<file path="src/rtl/conv_pkg.sv">
// Shared types and constants for the convolution layer sequencer.
package conv_pkg;

  localparam int unsigned DefAw      = 16;
  localparam int unsigned DefCw      = 8;
  localparam int unsigned DefPipeLat = 2;

  // Tag address is carried at a fixed width; the parent supports AW up to this.
  localparam int unsigned TagAddrW = 32;

  // Loop-nest level indices, innermost first.
  localparam int unsigned NumLevels = 6;
  localparam int unsigned LvlJ  = 0;
  localparam int unsigned LvlI  = 1;
  localparam int unsigned LvlNw = 2;
  localparam int unsigned LvlC  = 3;
  localparam int unsigned LvlR  = 4;
  localparam int unsigned LvlM  = 5;

  localparam logic [7:0] LaneMask0 = 8'hC0;
  localparam logic [7:0] LaneMask1 = 8'h30;
  localparam logic [7:0] LaneMask2 = 8'h0C;
  localparam logic [7:0] LaneMask3 = 8'h03;

  typedef enum logic [1:0] {
    StIdle,
    StRun,
    StDrain,
    StDone
  } conv_state_e;

  typedef struct packed {
    logic                valid;
    logic                first;
    logic                last;
    logic [TagAddrW-1:0] addr;
    logic [1:0]          lane;
  } conv_tag_t;

  function automatic logic [7:0] lane_mask(input logic [1:0] lane);
    logic [7:0] mask;
    unique case (lane)
      2'd0:    mask = LaneMask0;
      2'd1:    mask = LaneMask1;
      2'd2:    mask = LaneMask2;
      default: mask = LaneMask3;
    endcase
    return mask;
  endfunction

endpackage

</file>
<file path="src/rtl/conv_sequencer_if.sv">
// Control handshake, layer config and buffer-port bundle of the conv sequencer.
interface conv_sequencer_if #(
  parameter int unsigned AW = conv_pkg::DefAw,
  parameter int unsigned CW = conv_pkg::DefCw
);
  logic          start;
  logic [CW-1:0] cfg_m;
  logic [CW-1:0] cfg_r;
  logic [CW-1:0] cfg_c;
  logic [CW-1:0] cfg_nw;
  logic [3:0]    cfg_k;
  logic          busy;
  logic          done;
  logic          ifm_en;
  logic [AW-1:0] ifm_addr;
  logic          w_en;
  logic [AW-1:0] w_addr;
  logic          acc_en;
  logic          acc_clear;
  logic          out_en;
  logic [7:0]    out_we;
  logic [AW-1:0] out_addr;

  modport master (
    output start, cfg_m, cfg_r, cfg_c, cfg_nw, cfg_k,
    input  busy, done, ifm_en, ifm_addr, w_en, w_addr, acc_en, acc_clear,
    input  out_en, out_we, out_addr
  );

  modport slave (
    input  start, cfg_m, cfg_r, cfg_c, cfg_nw, cfg_k,
    output busy, done, ifm_en, ifm_addr, w_en, w_addr, acc_en, acc_clear,
    output out_en, out_we, out_addr
  );
endinterface

</file>
<file path="src/rtl/conv_loop_ctr.sv">
// Nested multi-level counter; level 0 is innermost and advances on adv_i.
module conv_loop_ctr #(
  parameter int unsigned Levels = 6,
  parameter int unsigned W      = 8
) (
  input  logic                      clk,
  input  logic                      rst_n,
  input  logic                      clr_i,
  input  logic                      adv_i,
  input  logic [Levels-1:0][W-1:0]  lim_i,
  output logic [Levels-1:0][W-1:0]  cnt_o,
  output logic [Levels-1:0]         lvl_last_o
);

  logic [Levels-1:0][W-1:0] cnt_q, cnt_d;
  logic [Levels-1:0]        lvl_last;
  logic [Levels-1:0]        carry;

  always_comb begin
    lvl_last = '0;
    for (int unsigned l = 0; l < Levels; l++) begin
      lvl_last[l] = (cnt_q[l] == lim_i[l] - W'(1));
    end
    // A level steps when every inner level is at its limit.
    carry    = '0;
    carry[0] = adv_i;
    for (int unsigned l = 1; l < Levels; l++) begin
      carry[l] = carry[l-1] & lvl_last[l-1];
    end
    cnt_d = cnt_q;
    for (int unsigned l = 0; l < Levels; l++) begin
      if (clr_i) begin
        cnt_d[l] = '0;
      end else if (carry[l]) begin
        cnt_d[l] = lvl_last[l] ? '0 : cnt_q[l] + W'(1);
      end
    end
  end

  always_ff @(posedge clk or negedge rst_n) begin
    if (!rst_n) begin
      cnt_q <= '0;
    end else begin
      cnt_q <= cnt_d;
    end
  end

  assign cnt_o      = cnt_q;
  assign lvl_last_o = lvl_last;

endmodule

</file>
<file path="src/rtl/conv_sequencer.sv">
// Walks one conv layer's loop nest, issues buffer reads and aligns accumulate/write
// strobes to the MAC pipeline via a tag shift register.
module conv_sequencer
  import conv_pkg::*;
#(
  parameter int unsigned AW       = DefAw,
  parameter int unsigned CW       = DefCw,
  parameter int unsigned PIPE_LAT = DefPipeLat
) (
  input  logic            clk,
  input  logic            rst_n,
  conv_sequencer_if.slave bus
);

  conv_state_e state_q, state_d;

  logic [CW-1:0] cfg_m_q, cfg_r_q, cfg_c_q, cfg_nw_q;
  logic [3:0]    cfg_k_q;

  logic accept, cfg_zero, issue, ctr_last, pipe_busy, wr_fire;

  logic [NumLevels-1:0][CW-1:0] lim, cnt;
  logic [NumLevels-1:0]         lvl_last;

  conv_tag_t pipe_q [PIPE_LAT];
  conv_tag_t tag_in, tag_out;

  logic          out_en_q;
  logic [7:0]    out_we_q;
  logic [AW-1:0] out_addr_q;

  logic [AW-1:0] m_a, r_a, c_a, nw_a, i_a, j_a;
  logic [AW-1:0] r_cfg, c_cfg, nw_cfg, k_a, taps, rows_p, cols_p;
  logic [AW-1:0] w_calc, ifm_calc, out_calc;

  assign accept   = (state_q == StIdle) & bus.start;
  assign cfg_zero = (bus.cfg_m == '0) | (bus.cfg_r == '0) | (bus.cfg_c == '0) |
                    (bus.cfg_nw == '0) | (bus.cfg_k == 4'd0);
  assign issue    = (state_q == StRun);
  assign ctr_last = &lvl_last;

  always_ff @(posedge clk or negedge rst_n) begin
    if (!rst_n) begin
      state_q <= StIdle;
    end else begin
      state_q <= state_d;
    end
  end

  always_comb begin
    state_d = state_q;
    unique case (state_q)
      StIdle:  if (bus.start) state_d = cfg_zero ? StDone : StRun;
      StRun:   if (ctr_last) state_d = StDrain;
      StDrain: if (!pipe_busy && out_en_q) state_d = StDone;
      StDone:  state_d = StIdle;
      default: state_d = StIdle;
    endcase
  end

  always_ff @(posedge clk or negedge rst_n) begin
    if (!rst_n) begin
      cfg_m_q  <= '0;
      cfg_r_q  <= '0;
      cfg_c_q  <= '0;
      cfg_nw_q <= '0;
      cfg_k_q  <= '0;
    end else if (accept) begin
      cfg_m_q  <= bus.cfg_m;
      cfg_r_q  <= bus.cfg_r;
      cfg_c_q  <= bus.cfg_c;
      cfg_nw_q <= bus.cfg_nw;
      cfg_k_q  <= bus.cfg_k;
    end
  end

  always_comb begin
    lim       = '0;
    lim[LvlM]  = cfg_m_q;
    lim[LvlR]  = cfg_r_q;
    lim[LvlC]  = cfg_c_q;
    lim[LvlNw] = cfg_nw_q;
    lim[LvlI]  = CW'(cfg_k_q);
    lim[LvlJ]  = CW'(cfg_k_q);
  end

  conv_loop_ctr #(
    .Levels (NumLevels),
    .W      (CW)
  ) u_loop_ctr (
    .clk        (clk),
    .rst_n      (rst_n),
    .clr_i      (accept),
    .adv_i      (issue),
    .lim_i      (lim),
    .cnt_o      (cnt),
    .lvl_last_o (lvl_last)
  );

  // Address arithmetic, all modulo 2^AW.
  always_comb begin
    m_a      = AW'(cnt[LvlM]);
    r_a      = AW'(cnt[LvlR]);
    c_a      = AW'(cnt[LvlC]);
    nw_a     = AW'(cnt[LvlNw]);
    i_a      = AW'(cnt[LvlI]);
    j_a      = AW'(cnt[LvlJ]);
    r_cfg    = AW'(cfg_r_q);
    c_cfg    = AW'(cfg_c_q);
    nw_cfg   = AW'(cfg_nw_q);
    k_a      = AW'(cfg_k_q);
    taps     = nw_cfg * k_a * k_a;
    rows_p   = r_cfg + k_a - AW'(1);
    cols_p   = c_cfg + k_a - AW'(1);
    w_calc   = m_a * taps + (nw_a * k_a + i_a) * k_a + j_a;
    ifm_calc = (nw_a * rows_p + r_a + i_a) * cols_p + c_a + j_a;
    out_calc = (m_a >> 2) * r_cfg * c_cfg + r_a * c_cfg + c_a;
  end

  always_comb begin
    tag_in       = '0;
    tag_in.valid = issue;
    tag_in.first = issue & (cnt[LvlNw] == '0) & (cnt[LvlI] == '0) & (cnt[LvlJ] == '0);
    tag_in.last  = issue & lvl_last[LvlNw] & lvl_last[LvlI] & lvl_last[LvlJ];
    tag_in.addr  = TagAddrW'(out_calc);
    tag_in.lane  = cnt[LvlM][1:0];
  end

  always_ff @(posedge clk or negedge rst_n) begin
    if (!rst_n) begin
      for (int unsigned k = 0; k < PIPE_LAT; k++) begin
        pipe_q[k] <= '0;
      end
    end else begin
      pipe_q[0] <= tag_in;
      for (int unsigned k = 1; k < PIPE_LAT; k++) begin
        pipe_q[k] <= pipe_q[k-1];
      end
    end
  end

  always_comb begin
    pipe_busy = 1'b0;
    for (int unsigned k = 0; k < PIPE_LAT; k++) begin
      pipe_busy = pipe_busy | pipe_q[k].valid;
    end
  end

  assign tag_out = pipe_q[PIPE_LAT-1];
  assign wr_fire = tag_out.valid & tag_out.last;

  // Write lags the last tap by one cycle so the accumulator has registered the sum.
  always_ff @(posedge clk or negedge rst_n) begin
    if (!rst_n) begin
      out_en_q   <= 1'b0;
      out_we_q   <= '0;
      out_addr_q <= '0;
    end else begin
      out_en_q   <= wr_fire;
      out_we_q   <= wr_fire ? lane_mask(tag_out.lane) : '0;
      out_addr_q <= wr_fire ? AW'(tag_out.addr) : '0;
    end
  end

  always_comb begin
    bus.busy      = (state_q == StRun) | (state_q == StDrain);
    bus.done      = (state_q == StDone);
    bus.ifm_en    = issue;
    bus.w_en      = issue;
    bus.ifm_addr  = issue ? ifm_calc : '0;
    bus.w_addr    = issue ? w_calc : '0;
    bus.acc_en    = tag_out.valid;
    bus.acc_clear = tag_out.valid & tag_out.first;
    bus.out_en    = out_en_q;
    bus.out_we    = out_we_q;
    bus.out_addr  = out_addr_q;
  end

endmodule

</file>
<file path="src/flat_wrapper.sv">
// flat-port wrapper written by rule: the top's interface ports become plain ports
module conv_sequencer_flat import conv_pkg::*;
#(
  parameter int unsigned AW       = DefAw,
  parameter int unsigned CW       = DefCw,
  parameter int unsigned PIPE_LAT = DefPipeLat
)
  (clk, rst_n, bus_start, bus_cfg_m, bus_cfg_r, bus_cfg_c, bus_cfg_nw, bus_cfg_k, bus_busy, bus_done, bus_ifm_en, bus_ifm_addr, bus_w_en, bus_w_addr, bus_acc_en, bus_acc_clear, bus_out_en, bus_out_we, bus_out_addr);
  conv_sequencer_if #(.AW(AW), .CW(CW)) bus_i ();
  input  logic clk;
  input  logic rst_n;
  input wire logic [$bits(bus_i.start)-1:0] bus_start;
  input wire logic [$bits(bus_i.cfg_m)-1:0] bus_cfg_m;
  input wire logic [$bits(bus_i.cfg_r)-1:0] bus_cfg_r;
  input wire logic [$bits(bus_i.cfg_c)-1:0] bus_cfg_c;
  input wire logic [$bits(bus_i.cfg_nw)-1:0] bus_cfg_nw;
  input wire logic [$bits(bus_i.cfg_k)-1:0] bus_cfg_k;
  output wire logic [$bits(bus_i.busy)-1:0] bus_busy;
  output wire logic [$bits(bus_i.done)-1:0] bus_done;
  output wire logic [$bits(bus_i.ifm_en)-1:0] bus_ifm_en;
  output wire logic [$bits(bus_i.ifm_addr)-1:0] bus_ifm_addr;
  output wire logic [$bits(bus_i.w_en)-1:0] bus_w_en;
  output wire logic [$bits(bus_i.w_addr)-1:0] bus_w_addr;
  output wire logic [$bits(bus_i.acc_en)-1:0] bus_acc_en;
  output wire logic [$bits(bus_i.acc_clear)-1:0] bus_acc_clear;
  output wire logic [$bits(bus_i.out_en)-1:0] bus_out_en;
  output wire logic [$bits(bus_i.out_we)-1:0] bus_out_we;
  output wire logic [$bits(bus_i.out_addr)-1:0] bus_out_addr;
  assign bus_i.start = bus_start;
  assign bus_i.cfg_m = bus_cfg_m;
  assign bus_i.cfg_r = bus_cfg_r;
  assign bus_i.cfg_c = bus_cfg_c;
  assign bus_i.cfg_nw = bus_cfg_nw;
  assign bus_i.cfg_k = bus_cfg_k;
  assign bus_busy = bus_i.busy;
  assign bus_done = bus_i.done;
  assign bus_ifm_en = bus_i.ifm_en;
  assign bus_ifm_addr = bus_i.ifm_addr;
  assign bus_w_en = bus_i.w_en;
  assign bus_w_addr = bus_i.w_addr;
  assign bus_acc_en = bus_i.acc_en;
  assign bus_acc_clear = bus_i.acc_clear;
  assign bus_out_en = bus_i.out_en;
  assign bus_out_we = bus_i.out_we;
  assign bus_out_addr = bus_i.out_addr;
  conv_sequencer #(.AW(AW), .CW(CW), .PIPE_LAT(PIPE_LAT)) u_core (.clk(clk), .rst_n(rst_n), .bus(bus_i));
endmodule
</file>
<file path="config.mk">
export PLATFORM = sky130hd
export DESIGN_NAME = conv_sequencer_flat
export DESIGN_NICKNAME = d
export VERILOG_FILES = /design/src/rtl/conv_pkg.sv /design/src/rtl/conv_sequencer_if.sv /design/src/rtl/conv_loop_ctr.sv /design/src/rtl/conv_sequencer.sv /design/src/flat_wrapper.sv
export SDC_FILE = /design/constraint.sdc
export NUM_CORES = 2
export LEC_CHECK = 0
export ABC_AREA = 0
export CAP_MARGIN = 10
export CORE_MARGIN = 1
export CORE_UTILIZATION = 30
export CTS_CLUSTER_DIAMETER = 80
export DETAILED_ROUTE_END_ITERATION = 7
export SYNTH_ARGS = -nofsm -noshare
export SYNTH_HDL_FRONTEND = slang
export SYNTH_SLANG_ARGS = --single-unit
export TNS_END_PERCENT = 20
</file>
<file path="constraint.sdc">
create_clock -name clk -period 33.5 [get_ports clk]
set_input_delay 6.7 -clock clk [delete_from_list [all_inputs] [get_ports clk]]
set_output_delay 6.7 -clock clk [all_outputs]
set_load 0.05 [all_outputs]
</file>
# Word level (Yosys, flattened, before mapping)

Index checks and enable logic that the tools add are counted.

Add/sub/neg operators: 24
Multiply operators: 10
Div/mod/pow operators: 0
$lt $le $gt $ge: 0
Eq/ne operators: 14
Shift operators: 0
Mux-type cells: 28
Bitwise logic cells: 20
Reductions and logical operators: 20

Operator list:

| operator              | count |
|---|---|
| $mux 8                | 19 |
| $add 16x8->16         | 6 |
| $logic_not 8->1       | 7 |
| $add 8x1->8 const B   | 6 |
| $eq 8x8->1            | 6 |
| $mux 16               | 3 |
| $add 16x16->16        | 2 |
| $mul 8x16->16         | 2 |
| $sub 16x1->16 const B | 2 |
| $sub 8x1->8 const B   | 4 |
| $mul 8x4->12          | 2 |
| $pmux 8 s3            | 1 |
| $add 8x4->9           | 2 |
| $mul 12x4->16         | 1 |
| $mul 16x16->16        | 1 |
| $mul 16x4->16         | 1 |
| $mul 16x8->16         | 1 |
| $mul 8x8->16          | 1 |
| $and 1x1->1           | 14 |
| $mul 6x8->14          | 1 |
| $add 12x8->13         | 1 |
| $reduce_bool 2->1     | 6 |
| $mux 2                | 4 |
| $pmux 2 s4            | 1 |
| other kinds (12)      | 22 |

Flip-flop bits (word level): 153
Latch bits: 0
Bits in writable memories: 0
ROM bits: 0
Output and inout bits: 63
Logic and storage cells: 141
Memories kept: 0

# Longest topological paths before layout

Depth after elaboration: 9
Gate-level depth with buffers: 48
Depth with buffers taken out: 47

# Cells and area by module

A second synthesis with hierarchy kept.

Cell total of the unflattened synthesis: 3361
Area, all modules: 30033.8 µm²

By module, submodules not included:

| module         | instances | cells each | area each (µm²) |
|---|---|---|---|
| conv_sequencer | 1         | 2838       | 25729.7 |
| conv_loop_ctr  | 1         | 523        | 4304.1 |

# Worst setup path before layout

OpenSTA, ideal clock, no wires.

Path kind: reg-to-output
Start: register u_core.cfg_r_q[0]
End: output port bus_ifm_addr[15]
Arrival time: 12.253 ns
Required time: 26.800 ns
Slack: 14.547 ns
Stages on the path, launching flop included: 46
Path buffers: 0
Path through: dfrtp_1 ha_1 fa_1 a211oi_1 o21bai_1 a21oi_1 nor2b_1 nor2_1 a32oi_1 xnor2_1 and2_1 fa_1 inv_1 fa_1 inv_1 fa_1 inv_1 fa_1 [10 not listed] fa_1 fa_1 inv_1 fa_1 fa_1 inv_1 fa_1 fa_1 xnor2_1 xnor2_1 xnor2_1 xnor2_1 xnor2_1 xnor2_1 xnor2_1 xnor3_1 xnor3_1 nor2b_1

Word-level cells in the longest chain between the ends: 9

RTL lines:

| what                        | RTL line              | text |
|---|---|---|
| from (decl)                 | conv_sequencer.sv:17  | `logic [CW-1:0] cfg_m_q, cfg_r_q, cfg_c_q, cfg_nw_q;` |
| from (signal assigned)      | conv_sequencer.sv:70  | `cfg_r_q <= bus.cfg_r;` |
| $add 8x4->9                 | conv_sequencer.sv:113 | `rows_p = r_cfg + k_a - AW'(1);` |
| $sub 16x1->16               | conv_sequencer.sv:113 |  |
| $mul 8x16->16               | conv_sequencer.sv:116 | `ifm_calc = (nw_a * rows_p + r_a + i_a) * cols_p + c_a + j_a;` |
| $add 16x8->16 (2 in series) | conv_sequencer.sv:116 |  |
| $mul 16x16->16              | conv_sequencer.sv:116 |  |
| $add 16x8->16 (2 in series) | conv_sequencer.sv:116 |  |
| $mux 16                     | conv_sequencer.sv:170 | `bus.ifm_addr = issue ? ifm_calc : '0;` |
| to (decl)                   | flat_wrapper.sv:21    | `output wire logic [$bits(bus_i.ifm_addr)-1:0] bus_ifm_addr;` |

No other way between the ends.

# Worst setup path after layout

Ends and elaborated chain as after synthesis.

==> metrics.cfg <==
[logic_synthesis]
synthCells=3511
synth_compound_area_share_pct=6.33
ys_seq_area_share_pct=12.2
syn_area_per_cell_sq_um=8.74
ys_warn_count=0
synth_xor_area_share_pct=7.12
async_flop_share_pct=100
synthAdderAreaFrac_pct=44.5
ys.flop_type=dfrtp_1
syn_nets=4350
synthesis.area_sq_mm=0.0307
ys_types=85
ys_ff_latch=149
synth_edf_count=0
synth_top_family_by_area=adder cells
synth-simple-area-share_pct=19.7
synthMuxAreaShare_pct=0.241

[outcome]
status=finished, final reports clean

[worst_setup_path]
crit_path_end_kind=output pin
crit_family=adder cells
start_kind=flop
worst_r2r_path_depth=34
cpMaxStageDelayCell=clkdlybuf4s50_1
required_ns=26.80
crit_type=reg2out
reg2reg_from=u_core.u_loop_ctr.cnt_o[42]$_DFFE_PN0P_
critPathMaxStageDelay_ns=0.81
arrival_ns=14.29
reg2reg_to=u_core.pipe_q[54]$_DFF_PN0_
r2r_setup_slack_ns=23.78
worstPathMaxFanout=15
path_buf_inv=8
critPathMostFrequentCell=fa_1

[cts]
cts-buffers-inserted=17
cts_resized=0
clk_latency_ns=0.47
htree_levels=4
clockBufferDepth=2
clk_pin_slew_ns=0.07
cts.sinks=149
ctsRootBufferMaster=clkbuf_16
postCtsHoldBufs=0
cts_setup_buffers=0
cts_tree=done

[pwr]
clockPowerShare_pct=51.6
power.internal_uw=292
power.switching_uw=104
seqPwrFrac_pct=45.4
swShare_pct=26.2
power_density_mw_per_mm2=11.8
pwr-share-comb_pct=2.9
power.leakage_uw=0.0161
peakVddDrop_mv=0.0248

[grt]
grt_pass1_wl_mm=128
antenna_found_initial=2
grtUsageTotal_pct=15.5
grt_pass1_vias=23707
grt_overflow_total=0
grt_max_degree=87

[routing]
routedWlPerCell_microns=15.8
drc_errors=0
first_pass_iters=5
drtIter0Drc=1257
vias=22891
ant_nets=0
via_per_inst=4.69
wirelength_mm=77.2

[placement]
routabilityCongestion=0.879
dp_hpwl_mm=63.2
io_buffer_count=101

[sta]
finalSetupViolCount=0
fmax_ghz=0.0476
maxSlewViolCount=0
layout_min_cycle_time_ns=20.99
finalClockSkew_ns=0.0167
period_share_pct=62.7
hold_viol=0
tns_ns=0
grt_setup_unrepaired=no
tightest_slew_ns=1.18
relSlewSlack_pct=21.1

[cells_and_area]
nets=4355
final_cell_mix=666 x inv_1, 484 x fa_1, 445 x nand2_1, 315 x ha_1, 259 x and2_1
final_core_util_pct=33.4
area_growth_pct=9.74
n_antenna_cell=0
final_common_cell=inv_1
drive_gt1_share_pct=2.86

[floorplan]
die_area_sq_mm=0.104
num_rows=116
die_h_microns=322
pin_count=102
coreArea_sq_mm=0.101
initial_core_util_pct=30.5
die_w_microns=322

[worst_hold_path]
min_to=u_core.pipe_q[14]$_DFF_PN0_
hold_depth=0
min-delay-start=u_core.pipe_q[51]$_DFF_PN0_
min_path_type=reg2reg

[run]
drv_cap=0

==> final cells by class <==
type,count,area (sq um)
clock buffer,17,425
clock inverter,15,198
fill,10499,67100
inverter,668,2510
multi-input combinational,2550,23900
sequential,149,3730
tap,1357,1700
timing repair buffer,130,1230
==> kinds of logic after synthesis <==
family / after synthesis
compound gates: 297
xor+xnor: 232
fa+ha+maj: 800
buf+inv: 812
flops: 149
mux: 7
simple gates: 1214
==> how the worst max path moves through the flow <==
stage	slack [ns]	to	start	cells after the start
2_1_floorplan	14.55	bus_ifm_addr[15]	u_core.cfg_r_q[0]$_DFFE_PN0P_	45
3_3_place_gp	13.21	bus_ifm_addr[15]	u_core.cfg_r_q[0]$_DFFE_PN0P_	43
3_5_place_dp	13.00	bus_ifm_addr[15]	u_core.cfg_r_q[0]$_DFFE_PN0P_	42
4_1_cts	12.43	bus_ifm_addr[15]	u_core.cfg_r_q[0]$_DFFE_PN0P_	44
5_1_grt	11.65	bus_ifm_addr[15]	u_core.cfg_r_q[0]$_DFFE_PN0P_	43
6_report	12.51	bus_ifm_addr[15]	u_core.cfg_r_q[0]$_DFFE_PN0P_	44
==> power by group through the flow <==
stage / clock network (uW) / registers (uW) / logic, uW
2_1_floorplan: 0 / 183 / 0.241
3_3_place_gp: 0 / 183 / 12.0
3_5_place_dp: 0 / 183 / 11.9
4_1_cts: 208 / 180 / 11.9
5_1_grt: 216 / 180 / 12.6
6_report: 204 / 180 / 11.6
==> sequential cells by signal, summed over array words and instances (netlist names) <==
register                 cells
u_core.bus.acc_en            1
u_core.bus.out_addr         16
u_core.bus.out_en            1
u_core.bus.out_we            4
u_core.cfg_c_q               8
u_core.cfg_k_q               4
u_core.cfg_m_q               8
u_core.cfg_nw_q              8
u_core.cfg_r_q               8
u_core.pipe_q               41
u_core.state_q               2
u_core.u_loop_ctr.cnt_o     48
==> layer usage <==
metal	global-route usage, %	part of all wire, %
met1	22.4	48
met2	24.7	46
met3	1.67	5.3
met4	3.26	1.4
met5	0	0
==> synth_stat cells, drive strengths merged (9+ instances only) <==
cell type	n	share of area [%]
ha	316	13
nor2b	38	0.77
nand3	42	0.69
o21bai	14	0.34
nand2b	50	1.0
and2	264	5.4
nand2	446	5.5
or3	14	0.29
o21a	13	0.32
nor4	21	0.43
xnor2	153	4.5
nor2	167	2.0
fa	484	32
dfrtp	149	12
or2	12	0.24
o211ai	9	0.24
a211oi	9	0.29
inv	666	8.1
clkbuf	123	1.5
a21oi	81	1.3
xor2	70	2.0
nor3b	9	0.22
o21ai	85	1.4
a21o	24	0.59
nor3	55	0.90
nand4	23	0.47
and3	43	0.89
buf	21	0.35
==> through the flow <==
step           cell area, sq um  worst slack, ns  power, uW  hold slack [ns]  instances
6_report                  33700            12.51        396            0.349       4886
5_1_grt                   33700            11.65        408            0.360       4886
4_1_cts                   33700            12.43        400            0.352       4886
3_5_place_dp              33000            13.00        195            0.336       4854
3_3_place_gp              33000            13.21        195            0.334       4854
2_1_floorplan             30700            14.55        184            0.331       3511
==> worst register-to-register path, delay by kind of cell (launching register included) <==
family | cells | cell delay, ns
compound gates | 6 | 1.16
xor+xnor | 10 | 2.13
fa+ha+maj | 10 | 4.52
buf+inv | 4 | 0.48
flops | 1 | 0.72
simple gates | 4 | 0.57
Note: power is estimated with default switching activity, not from simulation.
